<file path="config.mk">
export PLATFORM = sky130hd
export DESIGN_NAME = id_ctrl_unit
export DESIGN_NICKNAME = d
export VERILOG_FILES = /design/src/rtl/id_ctrl_unit.sv
export SDC_FILE = /design/constraint.sdc
export NUM_CORES = 1
export LEC_CHECK = 0
export BUFFER_PORTS_ARGS = -buffer_cell sky130_fd_sc_hd__buf_4
export CORE_UTILIZATION = 35
export CTS_CLUSTER_DIAMETER = 150
export DETAILED_ROUTE_END_ITERATION = 7
export PLACE_DENSITY = 0.62
export SLEW_MARGIN = 30
export SYNTH_ARGS = -nofsm -noshare
export SYNTH_HDL_FRONTEND = slang
export SYNTH_SLANG_ARGS = --single-unit
</file>
<file path="constraint.sdc">
create_clock -name clk -period 4.5 [get_ports clk]
set_input_delay 0.675 -clock clk [delete_from_list [all_inputs] [get_ports clk]]
set_output_delay 0.675 -clock clk [all_outputs]
set_load 0.01 [all_outputs]
</file>
<file path="src/rtl/id_ctrl_unit.sv">
// id_ctrl_unit
// Decode-stage controller for a 5-stage pipeline. It decodes the IF/ID instruction,
// selects the immediate format and registers the ID/EX control bundle. It also stalls
// on load-use hazards for a configurable number of bubbles and squashes the wrong-path
// instruction on a taken branch. Saturating stall/flush performance counters are included.
module id_ctrl_unit #(
  parameter int unsigned LOAD_USE_BUBBLES = 1,
  parameter int unsigned PERF_W           = 16
) (
  input  logic              clk,
  input  logic              rst,
  input  logic [31:0]       id_instr,
  input  logic              id_valid,
  input  logic              branch_taken,
  output logic [1:0]        imm_sel,
  output logic              pc_stall,
  output logic              ifid_stall,
  output logic              ifid_flush,
  output logic              ex_valid,
  output logic              ex_reg_write,
  output logic              ex_mem_read,
  output logic              ex_mem_write,
  output logic              ex_alu_src,
  output logic              ex_branch,
  output logic [1:0]        ex_alu_op,
  output logic [4:0]        ex_rd,
  output logic              illegal_instr,
  output logic [PERF_W-1:0] stall_count,
  output logic [PERF_W-1:0] flush_count
);

  // Opcodes understood by the decoder
  localparam logic [6:0] OP_R  = 7'b0110011;
  localparam logic [6:0] OP_I  = 7'b0010011;
  localparam logic [6:0] OP_LD = 7'b0000011;
  localparam logic [6:0] OP_ST = 7'b0100011;
  localparam logic [6:0] OP_BR = 7'b1100011;

  // Immediate generator selects; 11 makes the generator output zero
  localparam logic [1:0] IMM_I    = 2'b00;
  localparam logic [1:0] IMM_S    = 2'b01;
  localparam logic [1:0] IMM_B    = 2'b10;
  localparam logic [1:0] IMM_NONE = 2'b11;

  // ALU operation classes
  localparam logic [1:0] ALU_ADD   = 2'b00;
  localparam logic [1:0] ALU_SUB   = 2'b01;
  localparam logic [1:0] ALU_FUNCT = 2'b10;

  // Number of extra STALL cycles after the hazard cycle itself
  localparam logic [2:0] STALL_LOAD = 3'(LOAD_USE_BUBBLES - 1);

  typedef enum logic [0:0] {
    ST_RUN   = 1'b0,
    ST_STALL = 1'b1
  } state_t;

  // ID/EX control bundle; the all-zero value is the bubble
  typedef struct packed {
    logic       valid;
    logic       reg_write;
    logic       mem_read;
    logic       mem_write;
    logic       alu_src;
    logic       branch;
    logic [1:0] alu_op;
    logic [4:0] rd;
  } ex_bundle_t;

  localparam ex_bundle_t BUBBLE = '0;

  // Instruction fields
  logic [6:0] opcode_s;
  logic [4:0] rd_s;
  logic [4:0] rs1_s;
  logic [4:0] rs2_s;
  logic       unused_instr_bits_s;

  assign opcode_s = id_instr[6:0];
  assign rd_s     = id_instr[11:7];
  assign rs1_s    = id_instr[19:15];
  assign rs2_s    = id_instr[24:20];

  // funct3/funct7 are consumed by the EX-stage ALU decoder, not here
  assign unused_instr_bits_s = ^{id_instr[31:25], id_instr[14:12]};

  // Decoder outputs
  ex_bundle_t dec_bundle_s;
  logic [1:0] dec_imm_sel_s;
  logic       dec_use_rs1_s;
  logic       dec_use_rs2_s;
  logic       dec_illegal_s;

  // Combinational opcode decode; unknown opcodes become a NOP and are flagged illegal
  always_comb begin
    dec_bundle_s       = BUBBLE;
    dec_bundle_s.valid = 1'b1;
    dec_bundle_s.rd    = rd_s;
    dec_imm_sel_s      = IMM_NONE;
    dec_use_rs1_s      = 1'b0;
    dec_use_rs2_s      = 1'b0;
    dec_illegal_s      = 1'b0;
    case (opcode_s)
      OP_R: begin
        dec_bundle_s.reg_write = 1'b1;
        dec_bundle_s.alu_op    = ALU_FUNCT;
        dec_use_rs1_s          = 1'b1;
        dec_use_rs2_s          = 1'b1;
      end
      OP_I: begin
        dec_bundle_s.reg_write = 1'b1;
        dec_bundle_s.alu_op    = ALU_FUNCT;
        dec_bundle_s.alu_src   = 1'b1;
        dec_imm_sel_s          = IMM_I;
        dec_use_rs1_s          = 1'b1;
      end
      OP_LD: begin
        dec_bundle_s.reg_write = 1'b1;
        dec_bundle_s.mem_read  = 1'b1;
        dec_bundle_s.alu_op    = ALU_ADD;
        dec_bundle_s.alu_src   = 1'b1;
        dec_imm_sel_s          = IMM_I;
        dec_use_rs1_s          = 1'b1;
      end
      OP_ST: begin
        dec_bundle_s.mem_write = 1'b1;
        dec_bundle_s.alu_op    = ALU_ADD;
        dec_bundle_s.alu_src   = 1'b1;
        dec_imm_sel_s          = IMM_S;
        dec_use_rs1_s          = 1'b1;
        dec_use_rs2_s          = 1'b1;
      end
      OP_BR: begin
        dec_bundle_s.branch = 1'b1;
        dec_bundle_s.alu_op = ALU_SUB;
        dec_imm_sel_s       = IMM_B;
        dec_use_rs1_s       = 1'b1;
        dec_use_rs2_s       = 1'b1;
      end
      default: begin
        // NOP: no controls, no register use, no destination
        dec_bundle_s.rd = 5'd0;
        dec_illegal_s   = 1'b1;
      end
    endcase
  end

  assign imm_sel = dec_imm_sel_s;

  // Registered state
  state_t                  state_q;
  logic [2:0]              cnt_q;
  ex_bundle_t              ex_q;
  logic                    illegal_q;
  logic [PERF_W-1:0]       stall_cnt_q;
  logic [PERF_W-1:0]       flush_cnt_q;

  // Load-use hazard: the instruction in EX is a load whose rd is a source of the ID instruction
  logic hazard_s;
  assign hazard_s = id_valid & ex_q.valid & ex_q.mem_read & (ex_q.rd != 5'd0) &
                    ((dec_use_rs1_s & (rs1_s == ex_q.rd)) |
                     (dec_use_rs2_s & (rs2_s == ex_q.rd)));

  // Front-end hold/flush controls; a taken branch overrides any stall
  always_comb begin
    pc_stall   = 1'b0;
    ifid_stall = 1'b0;
    ifid_flush = 1'b0;
    if (branch_taken) begin
      ifid_flush = 1'b1;
    end else if ((state_q == ST_STALL) || hazard_s) begin
      pc_stall   = 1'b1;
      ifid_stall = 1'b1;
    end else begin
      pc_stall   = 1'b0;
      ifid_stall = 1'b0;
    end
  end

  // RUN/STALL sequencer and ID/EX bundle register
  always_ff @(posedge clk or posedge rst) begin
    if (rst) begin
      state_q   <= ST_RUN;
      cnt_q     <= 3'd0;
      ex_q      <= BUBBLE;
      illegal_q <= 1'b0;
    end else if (branch_taken) begin
      // Squash: wrong-path instruction never reaches EX
      state_q   <= ST_RUN;
      cnt_q     <= 3'd0;
      ex_q      <= BUBBLE;
      illegal_q <= 1'b0;
    end else begin
      case (state_q)
        ST_RUN: begin
          if (hazard_s) begin
            ex_q      <= BUBBLE;
            illegal_q <= 1'b0;
            if (LOAD_USE_BUBBLES > 1) begin
              state_q <= ST_STALL;
              cnt_q   <= STALL_LOAD;
            end else begin
              state_q <= ST_RUN;
              cnt_q   <= 3'd0;
            end
          end else if (id_valid) begin
            ex_q      <= dec_bundle_s;
            illegal_q <= dec_illegal_s;
          end else begin
            ex_q      <= BUBBLE;
            illegal_q <= 1'b0;
          end
        end
        ST_STALL: begin
          ex_q      <= BUBBLE;
          illegal_q <= 1'b0;
          cnt_q     <= cnt_q - 3'd1;
          if (cnt_q == 3'd1) begin
            state_q <= ST_RUN;
          end else begin
            state_q <= ST_STALL;
          end
        end
        default: begin
          state_q   <= ST_RUN;
          cnt_q     <= 3'd0;
          ex_q      <= BUBBLE;
          illegal_q <= 1'b0;
        end
      endcase
    end
  end

  // Saturating performance counters for stall cycles and taken-branch flushes
  always_ff @(posedge clk or posedge rst) begin
    if (rst) begin
      stall_cnt_q <= '0;
      flush_cnt_q <= '0;
    end else begin
      if (pc_stall && (stall_cnt_q != {PERF_W{1'b1}})) begin
        stall_cnt_q <= stall_cnt_q + PERF_W'(1);
      end
      if (branch_taken && (flush_cnt_q != {PERF_W{1'b1}})) begin
        flush_cnt_q <= flush_cnt_q + PERF_W'(1);
      end
    end
  end

  assign ex_valid      = ex_q.valid;
  assign ex_reg_write  = ex_q.reg_write;
  assign ex_mem_read   = ex_q.mem_read;
  assign ex_mem_write  = ex_q.mem_write;
  assign ex_alu_src    = ex_q.alu_src;
  assign ex_branch     = ex_q.branch;
  assign ex_alu_op     = ex_q.alu_op;
  assign ex_rd         = ex_q.rd;
  assign illegal_instr = illegal_q;
  assign stall_count   = stall_cnt_q;
  assign flush_count   = flush_cnt_q;

endmodule

</file>
==> implementation parameters, run 1 <==
Parameter                              Value

Setup path
  Critical register-to-register path endpoint ... flush_count[13]
  Data arrival time at the worst-slack endpoint ... 2.25 ns
  Critical Path Max Stage Delay ... 0.52 ns
  Cells along the critical path ... buf_4, nand4bb_1, nor3_1, a22o_2, a21oi_4, nor2_1, buf_4
  Element type at the critical path start ... input port
  Cell type with the highest occurrence count on the critical path ... buf_4
  Worst-path cell with the longest stage delay ... a21oi_4
  Depth of the most critical reg-to-reg path ... 6
  Required arrival time at the worst endpoint ... 3.83 ns
  R2R Setup Slk ... 2.36 ns
  Worst setup path startpoint ... id_instr[0]
  Critical Path Fanout Max ... 19
  Crit-path leading delay family ... compound AO/OA/AOI/OAI gates
  Kind of end point of the critical path ... output pin
  Classification of the worst setup path ... in2out
  Buffering stage count on the worst path with inverters included ... 2
  Worst r2r src ... flush_count[5]

STA
  Maximum clock skew at final layout ... 0.00550 ns
  Setup violators final ... 0
  Ratio of final minimum period to clock period ... 0.649
  Fin. Hold Viols ... 0
  Final Critical Period ... 2.92 ns
  Final Slew Violations ... 0
  RSZ-0062 raised after global routing ... no
  Maximum achievable frequency ... 342 MHz
  Setup TNS ... 0 ns
  Worst setup slack after layout ... 1.58 ns
  Least-Margin Pin Slew ... 0.768 ns
  Relative slew slack ... 0.485

Status
  Status ... finished clean

Finish
  Final Non-Filler Cells ... 382
  Top library cells by usage in the layout, fill and taps aside ... 76 x buf_4, 49 x dfrtp_1, 28 x xor2_1
  Share of final-layout standard cells stronger than drive strength 1 ... 0.325
  Design area ... 3210 sq um
  Net count reported at finish ... 341
  Number of filler instances in the final layout ... 662
  Antenna Diode Count ... 0
  Area growth from synthesis to layout ... 31.4%
  Most common cell after layout, fill and taps aside ... buf_4

Power
  Total power density per cell area ... 325 nW/um^2
  Cell internal power dissipation ... 0.000780 W
  Switching share of total power ... 0.251
  Combinational cell fraction of total power ... 0.153
  Net switching power ... 0.000261 W
  Worst IR Drop VDD ... 0.000289 V
  Total leakage power ... 1.61 nW
  Part of the total power dissipated in the clock network ... 0.350
  Power share of the sequential group ... 0.497

Synth
  #FFs+latches synth ... 49
  Number of synthesis warnings ... 0
  Leading post-synthesis cells by cell area ... dfrtp_1 50%, xor2_1 10%, xnor2_1 3.6%
  Cell area after synthesis ... 2440 sq um
  Sequential cell area fraction in the yosys report ... 0.502
  Post-Syn Instances ... 224
  Syn_area_per_cell ... 10.9 sq um
  Most frequently used flop master after synthesis ... dfrtp_1
  Share of flip-flops with an asynchronous set or reset ... 1.00
  Number of distinct standard cells referenced by the synthesized netlist ... 43
  Number of enable flip-flop cells after synthesis ... 0
  Largest area contributor in the synthesized netlist ... dfrtp_1
  Post-synth net total ... 264
  Top cell type's share of synthesized area ... 0.502

CTS
  Number of buffers added to fix hold violations after cts ... 0
  Root buffer cell ... clkbuf_8
  Gates resized, CTS repair ... 0
  Largest buffer count on any clock path ... 2
  Post-CTS Setup Bufs ... 0
  TritonCTS clock tree ... done
  Clock H-tree levels ... 2
  Clk_lat worst skew ... 0.30 ns
  Num Clock Sinks ... 49
  Number of buffers created by CTS ... 5
  CTS clock-pin slew for the worst setup and hold paths ... 0.09 ns

GRT
  Largest net degree at the start of global routing ... 50
  Global route total overflow ... 0
  Vias in the first global route ... 1,791
  First-pass GRT wire length ... 8500 um
  Aggregate global-route resource usage ... 0.144
  Antenna violations before repair ... 0

Detailed routing
  Number of detailed-routing iterations run before antenna repair ... 4
  Average wire per cell in the routed design ... 13.2 um
  Starting DRT DRC Count ... 89
  Wire length after detailed routing ... 5030 um
  Number of vias after detailed routing ... 1,901
  Post-DRT Antenna Nets ... 0
  Post-DR vias/cell ... 4.98
  DRC violation count after routing ... 0

Placed design
  Cell count after placement ... 374
  Routability cong. ... 0.742
  Number of buffers inserted by port buffering ... 76
  Post-placement setup slack ... 1.57 ns
  Placed standard-cell area ... 3070 sq um
  DP HPWL ... 3650 um

Floorplan
  Die Height ... 85.5 um
  Initial standard-cell utilization of the core ... 0.361
  Horizontal die dimension ... 85.5 um
  Standard-cell rows ... 30
  IO Pins ... 87
  Total die area ... 7320 sq um
  Core Footprint ... 6760 sq um

Flow run
  Total of max-cap violations ... 0

Min path
  Worst hold path type ... in2async
worst max path at each step:
| stage | depth (start not counted) | slack [ns] | to |
|---|---|---|---|
| 6_report | 7 | 1.58 | ifid_stall |
| 5_1_grt | 7 | 1.45 | pc_stall |
| 4_1_cts | 7 | 1.56 | ifid_stall |
| 3_5_place_dp | 7 | 1.57 | ifid_stall |
| 3_3_place_gp | 7 | 1.53 | pc_stall |
| 2_1_floorplan | 7 | 1.68 | pc_stall |
stage by stage:
stage               hold WS (ns)   util  power [W]
finish                     0.441  0.475    0.00104
global route               0.500  0.475    0.00110
CTS                        0.476  0.475    0.00106
detailed placement         0.490  0.455   0.000687
global placement           0.478  0.455   0.000686
floorplan                  0.481      -   0.000600
sequential cells by signal, summed over array words and instances, names as in the netlist:
signal         cells
state_q            1
stall_count       16
ex_reg_write       1
ex_alu_src         1
ex_branch          1
ex_valid           1
ex_mem_write       1
flush_count       16
ex_rd              5
ex_alu_op          1
ex_mem_read        1
illegal_instr      1
cnt_q              3
per-layer routing:
metal  vias to the layer above  track usage  part of all wire
li1                        936            -                 -
met1                       909        0.193              0.46
met2                        51        0.239              0.49
met3                         5       0.0327             0.044
met4                         0       0.0318            0.0062
met5                         -            0                 0
Yosys cell counts, types with 2 or more instances:
cell      number
dfrtp_1       49
xor2_1        28
nor2_1        16
nand2_1       14
nor3_1        13
nand3_1       11
inv_1         10
nand4_1       10
xnor2_1       10
and2_1         5
and3_1         4
ha_1           4
nand2b_1       4
a21oi_1        3
and4_1         3
buf_4          3
mux2_2         3
nor2b_1        3
nor4b_2        3
clkbuf_1       2
mux2i_1        2
nor3_2         2
nor4_2         2
final cells by class:
type	instances	area, sq um	area share
clock buffers	5	68.8	0.0215
clock inverters	3	65.1	0.0203
inverters	10	40.0	0.0125
multi-input cells	159	1140	0.355
flip-flops and latches	49	1230	0.382
well taps	80	100	0.0312
repair buffers	76	571	0.178
logic make-up (layout without fill, tap and decap cells):
| family | after synthesis | after routing | synth area share |
|---|---|---|---|
| compound gates | 17 | 17 | 0.0605 |
| buf+inv | 16 | 94 | 0.0323 |
| flops | 49 | 49 | 0.502 |
| simple gates | 95 | 95 | 0.226 |
| mux | 5 | 5 | 0.0220 |
| fa+ha+maj | 4 | 4 | 0.0205 |
| xor+xnor | 38 | 38 | 0.136 |
power by group through the flow:
| stage | Clock, W | Sequential, W | Combinational (W) |
|---|---|---|---|
| 2_1_floorplan | 0 | 0.000533 | 0.0000664 |
| 3_3_place_gp | 0 | 0.000527 | 0.000160 |
| 3_5_place_dp | 0 | 0.000525 | 0.000163 |
| 4_1_cts | 0.000380 | 0.000517 | 0.000163 |
| 5_1_grt | 0.000396 | 0.000526 | 0.000177 |
| 6_report | 0.000365 | 0.000518 | 0.000159 |
Power figures use the tool's default switching activity.
==> run 2: changes to the inputs <==
- PLACE_DENSITY: 0.62 -> 0.64
- clock period: 4.5 -> 2.6 ns (I/O delays scaled with it)
==> run 2 against run 1 <==
Setup slack got worse by 1.4 ns; die area unchanged; clock power increased by 15%; first-iteration DRC count decreased by 21%; via count increased by 2.2%; critical path depth decreased by 1; final cell count increased by 1.0%; core utilization decreased by 0.39 points; clock skew increased by 0.0025 ns; non-clock buffer count increased by 4; sequential cell count unchanged; critical path type is now reg2out.
==> implementation parameters, run 2 (synthesis gave the netlist of run 1 again) <==
Parameter                              Value

Status
  Status ... finished clean

Detailed routing
  Number of detailed-routing iterations run before antenna repair ... 4 (unchanged)
  Number of vias after detailed routing ... 1,942 (+2.2%)
  Post-DRT Antenna Nets ... 0 (unchanged)
  Post-DR vias/cell ... 5.03 (+1.1%)
  DRC violation count after routing ... 0 (unchanged)
  Wire length after detailed routing ... 5200 um (+3.4%)
  Starting DRT DRC Count ... 70 (-21%)
  Average wire per cell in the routed design ... 13.5 um (+2.3%)

Setup path
  Buffering stage count on the worst path with inverters included ... 1 (-1)
  Element type at the critical path start ... register
  R2R Setup Slk ... 0.61 ns (-1.75 ns)
  Worst-path cell with the longest stage delay ... a21oi_4
  Worst setup path startpoint ... ex_rd[2]
  Critical Path Max Stage Delay ... 0.46 ns (-0.06 ns)
  Depth of the most critical reg-to-reg path ... 5 (-1)
  Cells along the critical path ... xor2_1, nor3_1, a22o_2, a21oi_4, nor2_1, buf_4
  Critical Path Fanout Max ... 16 (-3)
  Crit-path leading delay family ... compound AO/OA/AOI/OAI gates
  Worst r2r src ... flush_count[4]
  Kind of end point of the critical path ... output pin
  Critical Path End ... pc_stall
  Required arrival time at the worst endpoint ... 2.21 ns (-1.62 ns)
  Classification of the worst setup path ... reg2out
  Logic depth of the worst setup path including buffers ... 6 (-1)
  Data arrival time at the worst-slack endpoint ... 2.01 ns (-0.24 ns)
  Critical register-to-register path endpoint ... flush_count[1]

STA
  Final Slew Violations ... 0 (unchanged)
  Maximum achievable frequency ... 416 MHz
  Setup TNS ... 0 ns (unchanged)
  Fin. Hold Viols ... 0 (unchanged)
  RSZ-0062 raised after global routing ... no
  Ratio of final minimum period to clock period ... 0.924
  Least-Margin Pin Slew ... 0.528 ns (-0.241 ns)
  Maximum clock skew at final layout ... 0.00796 ns (+0.00246 ns)
  Relative slew slack ... 0.647 (+0.163)
  Final Critical Period ... 2.40 ns
  Setup violators final ... 0 (unchanged)

Placed design
  Placed standard-cell area ... 3100 sq um (+0.90%)
  DP HPWL ... 3930 um (+7.9%)
  Number of buffers inserted by port buffering ... 76 (unchanged)
  Routability cong. ... 0.752 (+1.4%)

GRT
  First-pass GRT wire length ... 8640 um (+1.6%)
  Global route total overflow ... 0 (unchanged)
  Largest net degree at the start of global routing ... 20 (-60%)
  Antenna violations before repair ... 0 (unchanged)
  Vias in the first global route ... 1,918 (+7.1%)
  Aggregate global-route resource usage ... 0.147 (+0.00272)

CTS
  Num Clock Sinks ... 49 (unchanged)
  Clk_lat worst skew ... 0.29 ns (about the same)
  CTS clock-pin slew for the worst setup and hold paths ... 0.08 ns (about the same)
  Gates resized, CTS repair ... 0 (unchanged)
  TritonCTS clock tree ... done
  Clock H-tree levels ... 2 (unchanged)
  Number of buffers added to fix hold violations after cts ... 0 (unchanged)
  Largest buffer count on any clock path ... 2 (unchanged)
  Root buffer cell ... clkbuf_8
  Post-CTS Setup Bufs ... 0 (unchanged)
  Number of buffers created by CTS ... 5 (unchanged)

Power
  Combinational cell fraction of total power ... 0.177 (+0.024)
  Power share of the sequential group ... 0.560 (+0.063)
  Total leakage power ... 1.60 nW (-0.60%)
  Net switching power ... 0.000439 W (+68%)
  Cell internal power dissipation ... 0.00116 W (+49%)
  Total power density per cell area ... 504 nW/um^2 (+55%)
  Worst IR Drop VDD ... 0.000253 V (-12%)
  Part of the total power dissipated in the clock network ... 0.262 (-0.088)
  Switching share of total power ... 0.274 (+0.0229)

Finish
  Most common cell after layout, fill and taps aside ... buf_4
  Design area ... 3180 sq um (-0.82%)
  Area growth from synthesis to layout ... 30.3%
  Antenna Diode Count ... 0 (unchanged)
  Net count reported at finish ... 345 (+1.2%)
  Top library cells by usage in the layout, fill and taps aside ... 80 x buf_4, 49 x dfrtp_1, 28 x xor2_1
  Share of final-layout standard cells stronger than drive strength 1 ... 0.324 (-0.000974)

Flow run
  Total of max-cap violations ... 0 (unchanged)

Floorplan
  Total die area ... 7320 sq um (unchanged)
  Initial standard-cell utilization of the core ... 0.361 (unchanged)
  Die Height ... 85.5 um (unchanged)
  Horizontal die dimension ... 85.5 um (unchanged)
  Standard-cell rows ... 30 (unchanged)
  Core Footprint ... 6760 sq um (unchanged)
  IO Pins ... 87 (unchanged)

Min path
  Worst hold path type ... in2async
[run 2: worst reg2reg max path: stages, from the launching register on]
cell and delay (ns):
dfrtp_1 0.45, and4_1 0.29, nand4_1 0.24, nor3_1 0.31, a41oi_1 0.26, mux2_2 0.33
[run 2: worst min-delay path by stage]
stage | endpoint | slack, ns | cells past startpoint
3_5_place_dp | flush_count[7] | 0.40 | 2
3_3_place_gp | ex_rd[2] | 0.39 | 2
5_1_grt | flush_count[9] | 0.08 | 2
4_1_cts | cnt_q[2] | 0.07 | 2
6_report | flush_count[8] | 0.06 | 2
2_1_floorplan | ex_mem_read | 0.46 | 1
[run 2: layer usage]
| metal | share of wire | global-route usage |
|---|---|---|
| met5 | 0 | 0 |
| met4 | 0.0069 | 0.0409 |
| met3 | 0.051 | 0.0395 |
| met2 | 0.48 | 0.247 |
| met1 | 0.46 | 0.187 |
[run 2: cell type report]
type                    count  area, sq um
fillers                   655         3570
clock buffers               8         80.1
well taps                  80          100
flip-flops and latches     49         1230
multi-input cells         159         1140
repair buffers             80          601
inverters                  10         37.5
[run 2: metrics by stage]
stage	setup slack, ns	instances	hold WS, ns	total power [W]	utilization
2_1_floorplan	0.351	224	0.461	0.00104	-
3_3_place_gp	0.276	378	0.395	0.00119	0.459
3_5_place_dp	0.266	378	0.397	0.00120	0.459
4_1_cts	0.164	386	0.0743	0.00163	0.471
5_1_grt	0.0784	386	0.0782	0.00170	0.471
6_report	0.196	386	0.0643	0.00160	0.471
[run 2: power by group through the flow]
stage | clock network, W | registers, W | logic, W
after floorplan | 0 | 0.000923 | 0.000115
after global placement | 0 | 0.000909 | 0.000285
after detailed placement | 0 | 0.000910 | 0.000293
after CTS | 0.000440 | 0.000898 | 0.000291
after global routing | 0.000478 | 0.000909 | 0.000314
final | 0.000420 | 0.000898 | 0.000284
